$ cat src/rtl/fetch_decode_if.sv
// Fetch/decode bundle: instruction-RAM read port plus the controller-facing decoded fields.
// master = fetch_decode, slave = instruction RAM / controller side.
interface fetch_decode_if #(
   parameter int ADDR_W = 11
);
   logic              ram_rd_en;
   logic [ADDR_W-1:0] ram_rd_addr;
   logic [31:0]       ram_rd_data;

   logic              waiting;
   logic              load_pc;
   logic [ADDR_W-1:0] pc_in;
   logic              clear_pc;

   logic              instr_valid;
   logic [6:0]        opcode;
   logic [1:0]        shift_op;
   logic [3:0]        rd;
   logic [3:0]        rn;
   logic [3:0]        rs;
   logic [3:0]        rm;
   logic [11:0]       imm12;
   logic [31:0]       br_off;
   logic [ADDR_W-1:0] pc_out;
   logic              halted;

   modport master (
      output ram_rd_en, ram_rd_addr,
      input  ram_rd_data,
      input  waiting, load_pc, pc_in, clear_pc,
      output instr_valid, opcode, shift_op, rd, rn, rs, rm, imm12, br_off, pc_out, halted
   );

   modport slave (
      input  ram_rd_en, ram_rd_addr,
      output ram_rd_data,
      output waiting, load_pc, pc_in, clear_pc,
      input  instr_valid, opcode, shift_op, rd, rn, rs, rm, imm12, br_off, pc_out, halted
   );
endinterface

$ cat src/rtl/fetch_decode.sv
// PC owner and instruction field splitter; FETCH->WAIT->HOLD gives valid 2 cycles after the read.
// Fields are held in HOLD until the controller is waiting; redirects flush any in-flight word.
module fetch_decode #(
   parameter int                ADDR_W   = 11,
   parameter logic [ADDR_W-1:0] RESET_PC = '0
) (
   input  logic            clk,
   input  logic            rst_n,
   fetch_decode_if.master  bus
);

   localparam logic [1:0] S_FETCH = 2'd0;
   localparam logic [1:0] S_WAIT  = 2'd1;
   localparam logic [1:0] S_HOLD  = 2'd2;
   localparam logic [1:0] S_HALT  = 2'd3;

   localparam logic [6:0]        OP_HLT = 7'b0000001;
   localparam logic [ADDR_W-1:0] PC_ONE = {{(ADDR_W-1){1'b0}}, 1'b1};

   logic [1:0]        state_q, state_d;
   logic [ADDR_W-1:0] pc_q, pc_d;
   logic [31:0]       ir_q, ir_d;
   logic [ADDR_W-1:0] pc_out_q, pc_out_d;

   logic              redirect;
   logic              accept;
   logic [ADDR_W-1:0] redirect_pc;

   always_comb begin
      state_d  = state_q;
      pc_d     = pc_q;
      ir_d     = ir_q;
      pc_out_d = pc_out_q;

      redirect    = (bus.clear_pc || bus.load_pc) && (state_q != S_HALT);
      redirect_pc = bus.clear_pc ? RESET_PC : bus.pc_in;
      accept      = (state_q == S_HOLD) && bus.waiting;

      case (state_q)
         S_FETCH: state_d = S_WAIT;
         S_WAIT: begin
            ir_d     = bus.ram_rd_data;
            pc_out_d = pc_q;
            state_d  = S_HOLD;
         end
         S_HOLD: begin
            if (accept) begin
               if (ir_q[31:25] == OP_HLT) begin
                  state_d = S_HALT;
               end else begin
                  pc_d    = pc_q + PC_ONE;
                  state_d = S_FETCH;
               end
            end
         end
         default: state_d = S_HALT;
      endcase

      // Redirect wins over everything: a word still in flight in WAIT is not latched,
      // and an accept in the same cycle consumes the held word without HLT detection.
      if (redirect) begin
         pc_d     = redirect_pc;
         state_d  = S_FETCH;
         ir_d     = ir_q;
         pc_out_d = pc_out_q;
      end
   end

   always_ff @(posedge clk or negedge rst_n) begin
      if (!rst_n) begin
         state_q  <= S_FETCH;
         pc_q     <= RESET_PC;
         ir_q     <= '0;
         pc_out_q <= '0;
      end else begin
         state_q  <= state_d;
         pc_q     <= pc_d;
         ir_q     <= ir_d;
         pc_out_q <= pc_out_d;
      end
   end

   // Reset parks the FSM in FETCH, so the strobe is gated to stay quiet while rst_n is low.
   assign bus.ram_rd_en   = rst_n && (state_q == S_FETCH);
   assign bus.ram_rd_addr = pc_q;

   assign bus.instr_valid = (state_q == S_HOLD);
   assign bus.halted      = (state_q == S_HALT);
   assign bus.pc_out      = pc_out_q;

   assign bus.opcode   = ir_q[31:25];
   assign bus.shift_op = ir_q[24:23];
   assign bus.rd       = ir_q[22:19];
   assign bus.rn       = ir_q[18:15];
   assign bus.rs       = ir_q[11:8];
   assign bus.rm       = ir_q[3:0];
   assign bus.imm12    = ir_q[11:0];
   assign bus.br_off   = {{7{ir_q[24]}}, ir_q[24:0]};

endmodule

$ cat src/flat_wrapper.sv
// flat-port wrapper written by rule: the top's interface ports become plain ports
module fetch_decode_flat 
#(
   parameter int                ADDR_W   = 11,
   parameter logic [ADDR_W-1:0] RESET_PC = '0
)
  (clk, rst_n, bus_ram_rd_en, bus_ram_rd_addr, bus_ram_rd_data, bus_waiting, bus_load_pc, bus_pc_in, bus_clear_pc, bus_instr_valid, bus_opcode, bus_shift_op, bus_rd, bus_rn, bus_rs, bus_rm, bus_imm12, bus_br_off, bus_pc_out, bus_halted);
  fetch_decode_if #(.ADDR_W(ADDR_W)) bus_i ();
  input  logic clk;
  input  logic rst_n;
  output wire logic [$bits(bus_i.ram_rd_en)-1:0] bus_ram_rd_en;
  output wire logic [$bits(bus_i.ram_rd_addr)-1:0] bus_ram_rd_addr;
  input wire logic [$bits(bus_i.ram_rd_data)-1:0] bus_ram_rd_data;
  input wire logic [$bits(bus_i.waiting)-1:0] bus_waiting;
  input wire logic [$bits(bus_i.load_pc)-1:0] bus_load_pc;
  input wire logic [$bits(bus_i.pc_in)-1:0] bus_pc_in;
  input wire logic [$bits(bus_i.clear_pc)-1:0] bus_clear_pc;
  output wire logic [$bits(bus_i.instr_valid)-1:0] bus_instr_valid;
  output wire logic [$bits(bus_i.opcode)-1:0] bus_opcode;
  output wire logic [$bits(bus_i.shift_op)-1:0] bus_shift_op;
  output wire logic [$bits(bus_i.rd)-1:0] bus_rd;
  output wire logic [$bits(bus_i.rn)-1:0] bus_rn;
  output wire logic [$bits(bus_i.rs)-1:0] bus_rs;
  output wire logic [$bits(bus_i.rm)-1:0] bus_rm;
  output wire logic [$bits(bus_i.imm12)-1:0] bus_imm12;
  output wire logic [$bits(bus_i.br_off)-1:0] bus_br_off;
  output wire logic [$bits(bus_i.pc_out)-1:0] bus_pc_out;
  output wire logic [$bits(bus_i.halted)-1:0] bus_halted;
  assign bus_ram_rd_en = bus_i.ram_rd_en;
  assign bus_ram_rd_addr = bus_i.ram_rd_addr;
  assign bus_i.ram_rd_data = bus_ram_rd_data;
  assign bus_i.waiting = bus_waiting;
  assign bus_i.load_pc = bus_load_pc;
  assign bus_i.pc_in = bus_pc_in;
  assign bus_i.clear_pc = bus_clear_pc;
  assign bus_instr_valid = bus_i.instr_valid;
  assign bus_opcode = bus_i.opcode;
  assign bus_shift_op = bus_i.shift_op;
  assign bus_rd = bus_i.rd;
  assign bus_rn = bus_i.rn;
  assign bus_rs = bus_i.rs;
  assign bus_rm = bus_i.rm;
  assign bus_imm12 = bus_i.imm12;
  assign bus_br_off = bus_i.br_off;
  assign bus_pc_out = bus_i.pc_out;
  assign bus_halted = bus_i.halted;
  fetch_decode #(.ADDR_W(ADDR_W), .RESET_PC(RESET_PC)) u_core (.clk(clk), .rst_n(rst_n), .bus(bus_i));
endmodule
$ cat config.mk
export PLATFORM = sky130hd
export DESIGN_NAME = fetch_decode_flat
export DESIGN_NICKNAME = d
export VERILOG_FILES = /design/src/rtl/fetch_decode_if.sv /design/src/rtl/fetch_decode.sv /design/src/flat_wrapper.sv
export SDC_FILE = /design/constraint.sdc
export NUM_CORES = 1
export LEC_CHECK = 0
export CORE_UTILIZATION = 35
export CTS_BUF_LIST = sky130_fd_sc_hd__clkbuf_4
export DETAILED_ROUTE_END_ITERATION = 7
export PLACE_DENSITY = 0.81
export SYNTH_ARGS = -nofsm -noshare
export SYNTH_HDL_FRONTEND = slang
export SYNTH_SLANG_ARGS = --single-unit
$ cat constraint.sdc
create_clock -name clk -period 2.15 [get_ports clk]
set_input_delay 0.3225 -clock clk [delete_from_list [all_inputs] [get_ports clk]]
set_output_delay 0.3225 -clock clk [all_outputs]
set_load 0.02 [all_outputs]
# After elaboration in Yosys (flattened, before gate mapping)
# Index checks and enable logic that the tools add are counted.
[word_totals] regBits=56 output_inout_bits=94 inputBits=48
[op_classes] muxes=9 bitwise=1 n_reduce_logical=9 add_sub_neg=1 eq_ne=7
[ops] cell="$mux 11" count=5
[ops] cell="$add 11x1->11 const B" count=1
[ops] cell="$eq 7x1->1 const B" count=1
[ops] cell="$mux 2" count=3
[ops] cell="$pmux 2 s3" count=1
[ops] cell="$eq 2x2->1 const B" count=2
[ops] cell="$reduce_bool 2->1" count=2
[ops] cell="$logic_and 1x1->1" count=3
[ops] cell="$ne 3x1->1 const B" count=1
[ops] cell="$reduce_and 3->1" count=1
[ops] cell="$eq 2x1->1 const B" count=1
[ops] cell="$logic_not 2->1" count=1
[ops] cell="$ne 2x1->1 const B" count=1
[ops] cell="$ne 2x2->1 const B" count=1
[ops] cell="$reduce_and 2->1" count=1
[ops] cell="$logic_or 1x1->1" count=1
[ops] cell="$not 1->1" count=1

# Logic depth before layout (Yosys ltp)
# Gate-level depths: netlist (run 1).
[depth] ltp_word=5 mapped_depth=5 depth_no_buf=5

# Least setup slack after synthesis (run 1)
# Ideal clock, no wire load.
[synth_path] kind="reg2reg" startpoint="register u_core.ir_q[27]" endpoint="register u_core.pc_q[8], in the netlist u_core.bus.ram_rd_addr[8]" synth_period_minus_slack_ps=1621 path_slack_ps=529 setup_ps=129 arrival_ps=1492 path_buffers=0 stages_incl_launch_ff=5 cell_sequence="dfrtp_1 nor4_2 a21oi_1 a221o_1 o41a_1"
[synth_between] elab_chain_cells=3
[synth_rtl] element="start, declared" line="fetch_decode.sv:22" text="logic [31:0] ir_q, ir_d;"
[synth_rtl] element="start signal, assigned" line="fetch_decode.sv:78" text="ir_q <= ir_d;"
[synth_rtl] element="$eq 7x1->1" line="fetch_decode.sv:48" text="if (ir_q[31:25] == OP_HLT) begin"
[synth_rtl] element="$ne 2x1->1 (no source line)"
[synth_rtl] element="$reduce_and 3->1 (no source line)"
[synth_rtl] element="end signal, assigned" line="fetch_decode.sv:77" text="pc_q <= pc_d;"
[synth_rtl] element="end, declared" line="fetch_decode.sv:21" text="logic [ADDR_W-1:0] pc_q, pc_d;"
# Every way passes these cells.
# A chain may end at the register's enable or synchronous reset.

# Final worst setup path (run 1)
[layout_path] startpoint="register u_core.state_q[1]" endpoint="output port bus_ram_rd_en"
[layout_between] elab_chain_cells=2
[layout_rtl] element="start, declared" line="fetch_decode.sv:20" text="logic [1:0] state_q, state_d;"
[layout_rtl] element="start signal, assigned" line="fetch_decode.sv:76" text="state_q <= state_d;"
[layout_rtl] element="$logic_not 2->1" line="fetch_decode.sv:84" text="assign bus.ram_rd_en = rst_n && (state_q == S_FETCH);"
[layout_rtl] element="$logic_and 1x1->1" line="fetch_decode.sv:84"
[layout_rtl] element="end, declared" line="flat_wrapper.sv:11" text="output wire logic [$bits(bus_i.ram_rd_en)-1:0] bus_ram_rd_en;"
# Every way passes these cells.

==> flow_summary.ini, run 1 <==
[run_status]
status = finished clean

[floorplan]
pin_count = 142
core_um2 = 7290
num_rows = 31
start_util = 0.366
dieArea_um2 = 7970
die_x_um = 89.3
die_y_um = 89.3

[routing]
ant_nets = 0
drc = 0
drtIter0Drc = 48
routed_wl_um = 6110
viasPerCell = 4.75
num_vias = 2012
wl_per_cell_um = 14.4
dr.pass1.iters = 4

[logic_synthesis]
avgSynthCellArea_um2 = 12.3
ys_async_sr_fraction = 1.00
yosys_warnings = 0
synth_compound_area_frac = 0.0465
synth_most_common_cell = dfrtp_1
synth_top_family_by_area = multiplexers
syn_area_um2 = 2670
synthSimpleGateAreaFrac = 0.0915
synth_top_cell_area_share = 0.526
yosys-top-cells-area = dfrtp_1, mux2_2, buf_4
ys_seq_area_frac = 0.526
netlist-cell-type-count = 34
synth_edf_count = 0
ys_ff_latch = 56
synth_top_area_cell = dfrtp_1
synthXorXnorAreaFrac = 0.0296
synth.area.mux_share = 0.182
netlist_top_cells_count = dfrtp_1, mux2_2, buf_4
synth_cells = 216
synth-main-ff-cell = dfrtp_1
synthAdderAreaFrac = 0.00469
syn_nets = 265

[timing]
slew_viol_final = 0
timing.final.crit_period_ns = 2.03
relSlewSlack = 0.515
fin_crit_sh = 0.946
setup_viol = 0
worst_pin_slew_ns = 0.727
rsz0062_at_grt = false
max_freq_ghz = 0.492
fin_skew_ns = 0.0152
hold_violations = 0
tns_ns = 0

[placed_design]
dpl.cell_count = 417
io_buffer_count = 141
gp_congestion = 0.783
hpwlAfterDp_um = 4650

[layout]
final_nets = 374
n_antenna_cell = 0
layout-drive-gt1-share = 0.203
syn_to_final_growth_pct = 50.2
layoutNonFillerInstCount = 424

[global_route]
grt_pass1_wl_um = 9360
antenna_found_initial = 0
first_global_vias = 1910
grt.overflow.total = 0
grt_max_degree = 57
grtUsageTotal = 0.155

[clock_network]
ctsResizeCount = 0
clk_pin_slew_ns = 0.15
clock_path_buffers = 2
ctsHoldBuffers = 0
cts_setup_buffers = 0
clkLatencyLatePin_ns = 0.36
cts_tree = yes
cts-root-buf = clkbuf_4
cts.sinks = 56
cts_buffers = 5
h-tree-depth = 2

[worst_setup_path]
timing.rr.start = u_core.state_q[0]
cpMaxStageDelayCell = clkdlybuf4s50_1
r2r_cells = 5
reg2reg_setup_slack_ns = 0.26
cp.arrival_ns = 1.71
critical_path_peak_fanout = 6
crit_chain = nor3b_1 -> clkdlybuf4s50_1
r2r-end = u_core.bus.ram_rd_addr[8]
required_ns = 1.83
cp-start-kind = flip-flop
worstSetupPathType = reg -> out
end_kind = output port
critPathMaxStageDelay_ns = 0.67

[pwr]
total_power_mw = 3.81
power.leakage_nw = 1.62
p_per_area_nw_per_um2 = 951
vdd_drop_max_v = 0.000416

[min_path]
min_path_type = in -> async

[flow_run]
cap_violations = 0
-- stage by stage --
stage	instance area [um^2]	hold slack (ns)	util	setup WS (ns)
global route	4000	0.153	0.549	0.00164
finish	4000	0.0744	0.549	0.116
CTS	4000	0.106	0.549	0.0614
detailed placement	3950	0.495	0.542	0.0599
floorplan	2670	0.0269	-	0.529
global placement	3950	0.491	0.542	0.157
-- worst max-delay path, delay by kind of cell, from the launching register on --
| family | cells | cell delay (ns) |
|---|---|---|
| DFF | 1 | 0.45 |
| buffers and inverters | 1 | 0.67 |
| and+or+nand+nor | 1 | 0.22 |
-- registers in the layout, summed over array words and instances, names as in the netlist --
name / flops
u_core.ir_q: 32
u_core.state_q: 2
u_core.bus.pc_out: 11
u_core.bus.ram_rd_addr: 11
-- layout by cell type (no fill, tap or decap), drive strengths merged --
cell / instances
nand3: 10
a21oi: 9
xnor2: 6
inv: 2
mux2: 43
nor3: 3
buf: 7
or2: 2
a21o: 1
nor2: 4
a221o: 1
and2b: 1
dfrtp: 56
and3: 1
nand2: 7
ha: 1
and2: 2
nor3b: 2
nor2b: 1
nor4b: 1
a211oi: 1
clkbuf: 6
or3: 1
nand4: 2
nor4: 2
clkdlybuf4s50: 140
o41a: 1
o21ai: 7
clkinv: 1
xor2: 3
nand3b: 1
-- final cells by class --
cell class	instances	area, um^2
clock buffers	6	45.0
repair buffers	147	1480
multi-input cells	113	945
clock inverters	1	5.00
inverters	2	7.51
well taps	99	124
flip-flops and latches	56	1400
fillers	639	3290
-- logic make-up after synthesis --
logic type,count (synthesis)
compound gates,20
flops,56
mux,43
fa+ha+maj,1
xor+xnor,9
buf+inv,47
simple gates,40
-- where the power goes --
part	internal (mW)	switching [mW]	leakage, nW
combinational	1.01	0.870	0.887
clock	0.134	0.308	0.0315
sequential	1.29	0.198	0.696
-- per-layer routing --
| layer | vias up | routed length (um) | track usage |
|---|---|---|---|
| li1 | 926 | - | - |
| met5 | - | 0 | 0 |
| met4 | 0 | 48 | 0.0317 |
| met1 | 975 | 2430 | 0.194 |
| met2 | 106 | 2970 | 0.269 |
| met3 | 5 | 659 | 0.0434 |
-- how the worst max path moves through the flow --
| stage | startpoint | to | slack, ns | cells past startpoint |
|---|---|---|---|---|
| 6_report | u_core.state_q[1] | bus_ram_rd_en | 0.12 | 2 |
| 5_1_grt | u_core.state_q[1] | bus_ram_rd_en | 0.002 | 2 |
| 4_1_cts | u_core.state_q[1] | bus_ram_rd_en | 0.06 | 2 |
| 3_5_place_dp | bus_clear_pc | u_core.bus.ram_rd_addr[8] | 0.06 | 6 |
| 3_3_place_gp | bus_clear_pc | u_core.bus.ram_rd_addr[8] | 0.16 | 6 |
| 2_1_floorplan | u_core.ir_q[27] | u_core.bus.ram_rd_addr[8] | 0.53 | 4 |
No activity file was read; power rests on OpenSTA's default activity.
==> run 2: changes to the inputs <==
- CTS_CLUSTER_DIAMETER: default -> 150
==> results of run 2 <==
The final DEF is identical to that of run 1; final timing and power are the same.
